==> src/rtl/bmu_search.sv <==
// Best-matching-unit search: streams one distance per node and tracks the minimum.
// Define SECOND_BMU_EN to also track the second-nearest node (sbmu_idx / sbmu_dist).
module bmu_search #(
  parameter int unsigned NUM_NODES = 16,
  parameter int unsigned DIST_W    = 32,
  parameter int unsigned IDX_W     = $clog2(NUM_NODES)
) (
  input  logic              clk,
  input  logic              rst,
  input  logic              start,
  input  logic [DIST_W-1:0] grow_thresh,
  input  logic              ed_valid,
  input  logic [DIST_W-1:0] ed_in,
  output logic [IDX_W-1:0]  node_addr,
  output logic              busy,
  output logic              done,
  output logic [IDX_W-1:0]  bmu_idx,
  output logic [DIST_W-1:0] bmu_dist,
`ifdef SECOND_BMU_EN
  output logic [IDX_W-1:0]  sbmu_idx,
  output logic [DIST_W-1:0] sbmu_dist,
`endif
  output logic              grow_req
);

  localparam logic [DIST_W-1:0] DIST_MAX = '1;
  localparam logic [IDX_W-1:0]  LAST_IDX = IDX_W'(NUM_NODES - 1);

  typedef enum logic [1:0] {S_IDLE, S_SCAN, S_DONE} state_t;

  state_t             r_state, w_state_nxt;
  logic [IDX_W-1:0]   r_node_addr, w_node_addr_nxt;
  logic               r_busy, r_done;
  logic [IDX_W-1:0]   r_bmu_idx, w_bmu_idx_nxt;
  logic [DIST_W-1:0]  r_bmu_dist, w_bmu_dist_nxt;
  logic               r_grow_req, w_grow_req_nxt;
  logic [DIST_W-1:0]  r_thresh, w_thresh_nxt;
`ifdef SECOND_BMU_EN
  logic [IDX_W-1:0]   r_sbmu_idx, w_sbmu_idx_nxt;
  logic [DIST_W-1:0]  r_sbmu_dist, w_sbmu_dist_nxt;
`endif

  // Next-state and datapath update; every register holds unless a branch overrides it.
  always_comb begin
    w_state_nxt     = r_state;
    w_node_addr_nxt = r_node_addr;
    w_bmu_idx_nxt   = r_bmu_idx;
    w_bmu_dist_nxt  = r_bmu_dist;
    w_grow_req_nxt  = r_grow_req;
    w_thresh_nxt    = r_thresh;
`ifdef SECOND_BMU_EN
    w_sbmu_idx_nxt  = r_sbmu_idx;
    w_sbmu_dist_nxt = r_sbmu_dist;
`endif
    case (r_state)
      S_IDLE: begin
        if (start) begin
          w_state_nxt     = S_SCAN;
          w_node_addr_nxt = '0;
          w_bmu_idx_nxt   = '0;
          w_bmu_dist_nxt  = DIST_MAX;
          w_grow_req_nxt  = 1'b0;
          w_thresh_nxt    = grow_thresh;
`ifdef SECOND_BMU_EN
          w_sbmu_idx_nxt  = '0;
          w_sbmu_dist_nxt = DIST_MAX;
`endif
        end
      end
      S_SCAN: begin
        if (ed_valid) begin
          // Strict compares keep the lower index on ties.
          if (ed_in < r_bmu_dist) begin
`ifdef SECOND_BMU_EN
            w_sbmu_idx_nxt  = r_bmu_idx;
            w_sbmu_dist_nxt = r_bmu_dist;
`endif
            w_bmu_idx_nxt   = r_node_addr;
            w_bmu_dist_nxt  = ed_in;
          end
`ifdef SECOND_BMU_EN
          else if (ed_in < r_sbmu_dist) begin
            w_sbmu_idx_nxt  = r_node_addr;
            w_sbmu_dist_nxt = ed_in;
          end
`endif
          if (r_node_addr == LAST_IDX) begin
            w_state_nxt     = S_DONE;
            w_node_addr_nxt = '0;
            w_grow_req_nxt  = (w_bmu_dist_nxt > r_thresh);
          end else begin
            w_node_addr_nxt = r_node_addr + IDX_W'(1);
          end
        end
      end
      S_DONE:  w_state_nxt = S_IDLE;
      default: w_state_nxt = S_IDLE;
    endcase
  end

  // State and result registers; busy/done are registered from the next state.
  always_ff @(posedge clk) begin
    if (rst) begin
      r_state     <= S_IDLE;
      r_node_addr <= '0;
      r_busy      <= 1'b0;
      r_done      <= 1'b0;
      r_bmu_idx   <= '0;
      r_bmu_dist  <= DIST_MAX;
      r_grow_req  <= 1'b0;
      r_thresh    <= '0;
`ifdef SECOND_BMU_EN
      r_sbmu_idx  <= '0;
      r_sbmu_dist <= DIST_MAX;
`endif
    end else begin
      r_state     <= w_state_nxt;
      r_node_addr <= w_node_addr_nxt;
      r_busy      <= (w_state_nxt == S_SCAN);
      r_done      <= (w_state_nxt == S_DONE);
      r_bmu_idx   <= w_bmu_idx_nxt;
      r_bmu_dist  <= w_bmu_dist_nxt;
      r_grow_req  <= w_grow_req_nxt;
      r_thresh    <= w_thresh_nxt;
`ifdef SECOND_BMU_EN
      r_sbmu_idx  <= w_sbmu_idx_nxt;
      r_sbmu_dist <= w_sbmu_dist_nxt;
`endif
    end
  end

  assign node_addr = r_node_addr;
  assign busy      = r_busy;
  assign done      = r_done;
  assign bmu_idx   = r_bmu_idx;
  assign bmu_dist  = r_bmu_dist;
  assign grow_req  = r_grow_req;
`ifdef SECOND_BMU_EN
  assign sbmu_idx  = r_sbmu_idx;
  assign sbmu_dist = r_sbmu_dist;
`endif

endmodule
==> config.mk <==
export PLATFORM = sky130hd
export DESIGN_NAME = bmu_search
export DESIGN_NICKNAME = d
export VERILOG_FILES = /design/src/rtl/bmu_search.sv
export SDC_FILE = /design/constraint.sdc
export NUM_CORES = 1
export LEC_CHECK = 0
export ABC_AREA = 1
export CORE_UTILIZATION = 53
export CTS_BUF_LIST = sky130_fd_sc_hd__clkbuf_4
export DETAILED_ROUTE_END_ITERATION = 6
export MAX_ROUTING_LAYER = met4
export PLACE_DENSITY_LB_ADDON = 0.3
export SLEW_MARGIN = 20
export SYNTH_ARGS = -nofsm -noshare
export SYNTH_HDL_FRONTEND = slang
export SYNTH_SLANG_ARGS = --single-unit
==> constraint.sdc <==
create_clock -name clk -period 3.8 [get_ports clk]
set_input_delay 0.38 -clock clk [delete_from_list [all_inputs] [get_ports clk]]
set_output_delay 0.38 -clock clk [all_outputs]
set_load 0.05 [all_outputs]
### Word level (Yosys, flattened, before mapping)

Cells that the tools add are included.

| storage, ports and cells | value |
|---|---|
| flip-flop bits (word level) | 77 |
| output and inout bits | 43 |
| word-level logic and storage cells | 46 |

| cells by class | value |
|---|---|
| add/subtract/negate cells | 1 |
| order comparisons | 2 |
| equal/unequal tests | 8 |
| muxes and demuxes | 21 |
| reductions and logical operators | 6 |

Operators with widths:

| operator | count |
|---|---|
| 32-bit two-way mux | 5 |
| 32-bit one-hot mux with 2 select lines | 1 |
| 32-bit > comparator | 1 |
| 32-bit less-than comparator | 1 |
| 4-bit two-way mux | 5 |
| 4-bit one-hot mux with 2 select lines | 2 |
| 2-bit inequality test (second input constant) | 4 |
| 4-bit AND reduction | 2 |
| 2-bit two-way mux | 3 |
| 4-bit by 1-bit adder with 4-bit output (second input constant) | 1 |
| 2-bit by 1-bit equality test with 1-bit output (second input constant) | 2 |
| 4-bit equality test (second input constant) | 1 |
| 2-bit one-hot mux with 2 select lines | 1 |
| 1-bit two-way mux | 3 |
| 3-bit AND reduction | 1 |
| 2-bit equality test (second input constant) | 1 |
| 2-bit zero test | 1 |
| 1-bit one-hot mux with 2 select lines | 1 |
| 2-bit AND reduction | 1 |
| 2-bit nonzero test | 1 |

### Longest topological paths before layout

| logic depth | value |
|---|---|
| depth in word-level cells | 8 |
| gate-level depth with buffers | 28 |

### Worst setup path after synthesis

OpenSTA, ideal clock, no wires.

| path | value |
|---|---|
| kind | register -> register |
| from | reg r_bmu_dist[15] (netlist: bmu_dist[15]) |
| to | reg r_grow_req (netlist: grow_req) |
| library setup time | 0.117 ns |
| arrival time | 3.172 ns |
| required time | 3.683 ns |
| slack | 0.511 ns |
| cell stages (with the launch flop) | 25 |
| path through | dfxtp_1 inv_1 ha_1 nand2_1 inv_1 nand3_1 nor3_1 nand2_1 nand2_1 nand2_4 nand2_2 buf_6 buf_6 nand2_2 o21ai_2 inv_1 ha_1 nand2_1 inv_1 nand3_1 nor3_1 nor4b_1 a21oi_1 nand2_1 a21oi_1 |

| between the ends | value |
|---|---|
| longest elaborated chain between the ends | 8 |

RTL lines:

| item | RTL line | source |
|---|---|---|
| from (decl) | 35 | `logic [DIST_W-1:0] r_bmu_dist, w_bmu_dist_nxt;` |
| from (signal assigned) | 122 | `r_bmu_dist <= w_bmu_dist_nxt;` |
| 32-bit less-than comparator | 73 | `if (ed_in < r_bmu_dist) begin` |
| 32-bit two-way mux * | 73 |  |
| 32-bit two-way mux * | 71 | `if (ed_valid) begin` |
| 32-bit two-way mux * | 55 | `case (r_state)` |
| 32-bit > comparator * | 90 | `w_grow_req_nxt = (w_bmu_dist_nxt > r_thresh);` |
| 1-bit two-way mux * | 87 | `if (r_node_addr == LAST_IDX) begin` |
| 1-bit two-way mux * | 71 |  |
| 1-bit one-hot mux with 2 select lines * | 55 |  |
| to (signal assigned) | 123 | `r_grow_req <= w_grow_req_nxt;` |
| to (decl) | 36 | `logic r_grow_req, w_grow_req_nxt;` |

Mark *: on every way between the ends. The rest lies on a longest branch, timed or not. The select of a mux whose other input is x is not followed.
A chain may end at the register's enable or synchronous reset.

### Worst setup path after layout

Ends and elaborated chain as after synthesis.

==> run_results.csv <==
group,metric,value,unit
status,status,"finished clean",
route,ant_nets,0,
logic_synthesis,avgSynthCellArea,7.392,um^2
logic_synthesis,ys_top_cells_by_area,"dfxtp_1, ha_1, a21oi_1, inv_1, nand2_1",
setup_path,critPathTopFamily,"simple AND/OR/NAND/NOR gates",
setup_path,cp_common_cell,"nand2_1",
route,viasPerCell,5.357,
die,ios,111,
cells_and_area,multi_input_area,2855,um^2
logic_synthesis,ys_seq_area_share,30.89,%
die,die_y,99.03,um
cells_and_area,final_area,6366,um^2
clock_network,path_clk_slew,130,ps
placed_design,port_buffers,110,
cells_and_area,diodes,0,
logic_synthesis,synth_edf_count,0,
logic_synthesis,synthCells,675,
sta,slew_viol_final,0,
sta,setup_viol,0,
global_routing,track_usage,27.23,%
cells_and_area,syn2layout_area_growth,27.58,%
pwr,p_total,2289,uW
pwr,pwr_density_cell,359.6,nW/um^2
logic_synthesis,ys_ff_latch,77,
sta,worst_pin_slew,1030,ps
sta,fmax,294.3,MHz
pwr,swShare,35.05,%
job,maxCapViolations,0,
logic_synthesis,synth_cell_types,35,
sta,slew_headroom,31.14,%
clock_network,insertion_delay,430,ps
logic_synthesis,yosys-top-cells-count,"inv_1, nand2_1, a21oi_1",
die,initial_core_util,54.26,%
sta,holdWs,473.7,ps
sta,fin_crit,3398,ps
sta,final.setup.tns,0,ps
sta,rsz0062_at_grt,"false",
route,drt_wl_total,12.34,mm
cells_and_area,drive_gt1_share,13.03,%
setup_path,end_kind,"register",
clock_network,cts_tree,"built",
placed_design,place_area,6176,um^2
route,dr.pass1.iters,5,
die,dieArea,9807,um^2
pwr,p_leak,0.003100,uW
setup_path,crit_type,"reg -> reg",
route,drc_errors,0,
pwr,p_int,1487,uW
clock_network,post-cts-setup-buffers,0,
cells_and_area,fillerInstances,772,
logic_synthesis,async_flop_share,0,%
pwr,ir_drop,0.0002123,V
logic_synthesis,synth_top_area_share,30.89,%
sta,clock_skew,9.511,ps
die,rows,35,
clock_network,cts_max_level,3,
logic_synthesis,post-synth-top-count-cell,"inv_1",
logic_synthesis,yosysWarningCount,0,
clock_network,ctsResizeCount,0,
clock_network,holdBufCountCts,0,
global_routing,antenna_found_initial,0,
route,vias,4789,
die,core,9196,um^2
hold_path,hold_path.class,"reg -> reg",
setup_path,arrival,3760,ps
setup_path,required,4160,ps
clock_network,clockBufferDepth,2,
logic_synthesis,syn_nets,807,
cells_and_area,instances_no_fill,894,
placed_design,dp.cells,878,
global_routing,grt_pass1_vias,4672,
pwr,switchingPower,802.3,uW
setup_path,worstSetupStartpointType,"register",
setup_path,crit_buf_inv,6,
setup_path,cpPeakStageDelay,380,ps
placed_design,dp_hpwl,9.126,mm
route,drt_iter0_markers,148,
sta,report.final.hold_viol_count,0,
global_routing,grt_max_degree,46,
die,die_x,99.03,um
pwr,p_clk_share,28.5,%
logic_synthesis,synth_area_leader_cell,"dfxtp_1",
clock_network,cts_buffers,9,
clock_network,clock_sinks,77,
route,wire_per_inst,13.80,um
clock_network,clockRootBuffer,"clkbuf_4",
setup_path,cp_max_fo,33,
cells_and_area,seq_area,1541,um^2
sta,finalCritPeriodShare,89.42,%
global_routing,grt_overflow_total,0,
logic_synthesis,synth_ff_type,"dfxtp_1",
pwr,pwr-share-seq,39.1,%
setup_path,crit_slowest_cell,"dfxtp_1",
global_routing,grt_pass1_wl,20.65,mm
pwr,combPwrFrac,32.4,%
placed_design,gp_congestion,0.8921,
cells_and_area,nets,910,
setup_path,path_cells,"inv_1 > ha_1 > nand2_1 > inv_1 > nand3_1 > nor3_1 > nand2_1 > nand2_1 > nand2_4 > nand2_2 > buf_12 > nand2_1 > o21ai_2 > inv_1 > ha_1 > nand2_1 > inv_1 > nand3_1 > nor4_1 > buf_4 > nand2_1 > nand2_1 > nand2_1 > a21oi_1",
logic_synthesis,synth_area,4990,um^2
## layout make-up
type | count | area share (%)
Sequential cell | 77 | 24.21
Tap cell | 111 | 2.182
Clock buffer | 9 | 1.061
Timing Repair Buffer | 118 | 18.63
Multi-Input combinational cell | 451 | 44.85
Clock inverter | 7 | 1.926
Inverter | 121 | 7.134
## metrics by stage
stage | utilization (%) | setup slack (ps)
after global routing | 69.22 | 128.3
after global placement | 67.16 | 105.7
final | 69.22 | 402.0
after CTS | 69.22 | 440.9
after floorplan | - | 511.2
after detailed placement | 67.16 | 87.97
## sequential cells by signal, indices dropped and copies added (netlist names)
name	flops
busy	1
r_thresh	32
done	1
bmu_idx	4
bmu_dist	32
grow_req	1
r_state	2
node_addr	4
## cell families after synthesis
kind of cell / after synthesis / synth area share [%]
XOR/XNOR: 1 / 0.1756
flip-flops: 77 / 30.89
buffers and inverters: 147 / 11.94
AND/OR/NAND/NOR: 190 / 17.75
AO/OA/AOI/OAI: 196 / 23.19
adder cells (fa/ha/maj): 64 / 16.05
## worst reg2reg max path, cell delays in order, from the launching register on
cell     delay, ps
dfxtp_1        380
inv_1           80
ha_1           300
nand2_1         70
inv_1           50
nand3_1         80
nor3_1         210
nand2_1         90
nand2_1        110
nand2_4         60
nand2_2        110
buf_12         250
nand2_1        100
o21ai_2         80
inv_1           70
ha_1           280
nand2_1         90
inv_1           80
nand3_1         80
nor4_1         320
buf_4          190
nand2_1         50
nand2_1         50
nand2_1         50
a21oi_1        120
## cells in the final DEF, fill, tap and decap left out, drive strengths merged
cell type and count:
clkbuf 9, nand4 5, ha 64, clkinv 1, a311oi 1, nor2 25
o21a 2, inv 122, nor4 1, clkinvlp 2, dfxtp 77, bufinv 3
a21oi 91, xor2 1, nor3 5, buf 8, nand2 125, nand3 27
clkdlybuf4s50 110, o31ai 1, o211ai 2, a211oi 1, nor4b 1, o21ai 98
and3 1
## path summary, 6_finish.rpt
path / startpoint / end / slack, ps / cells after the start
min reg2reg: r_thresh[27] / r_thresh[27] / 470 / 2
max: bmu_dist[15] / grow_req / 400 / 24
min: r_thresh[27] / r_thresh[27] / 470 / 2
max reg2reg: bmu_dist[15] / grow_req / 400 / 24
## layer usage
layer	global-route usage (%)	vias up	routed length, um
met2	46.96	152	5968
met5	-	-	0
li1	-	2420	-
met1	32.25	2199	5485
met3	3.475	18	689
met4	10.45	0	193
## power groups by stage
| stage | Sequential, uW | Combinational (uW) | Clock, uW |
|---|---|---|---|
| finish | 895 | 741 | 653 |
| detailed placement | 913 | 735 | 0 |
| global placement | 911 | 705 | 0 |
| CTS | 895 | 741 | 666 |
| global route | 902 | 824 | 702 |
| floorplan | 998 | 410 | 0 |
Power figures use the tool's default switching activity.
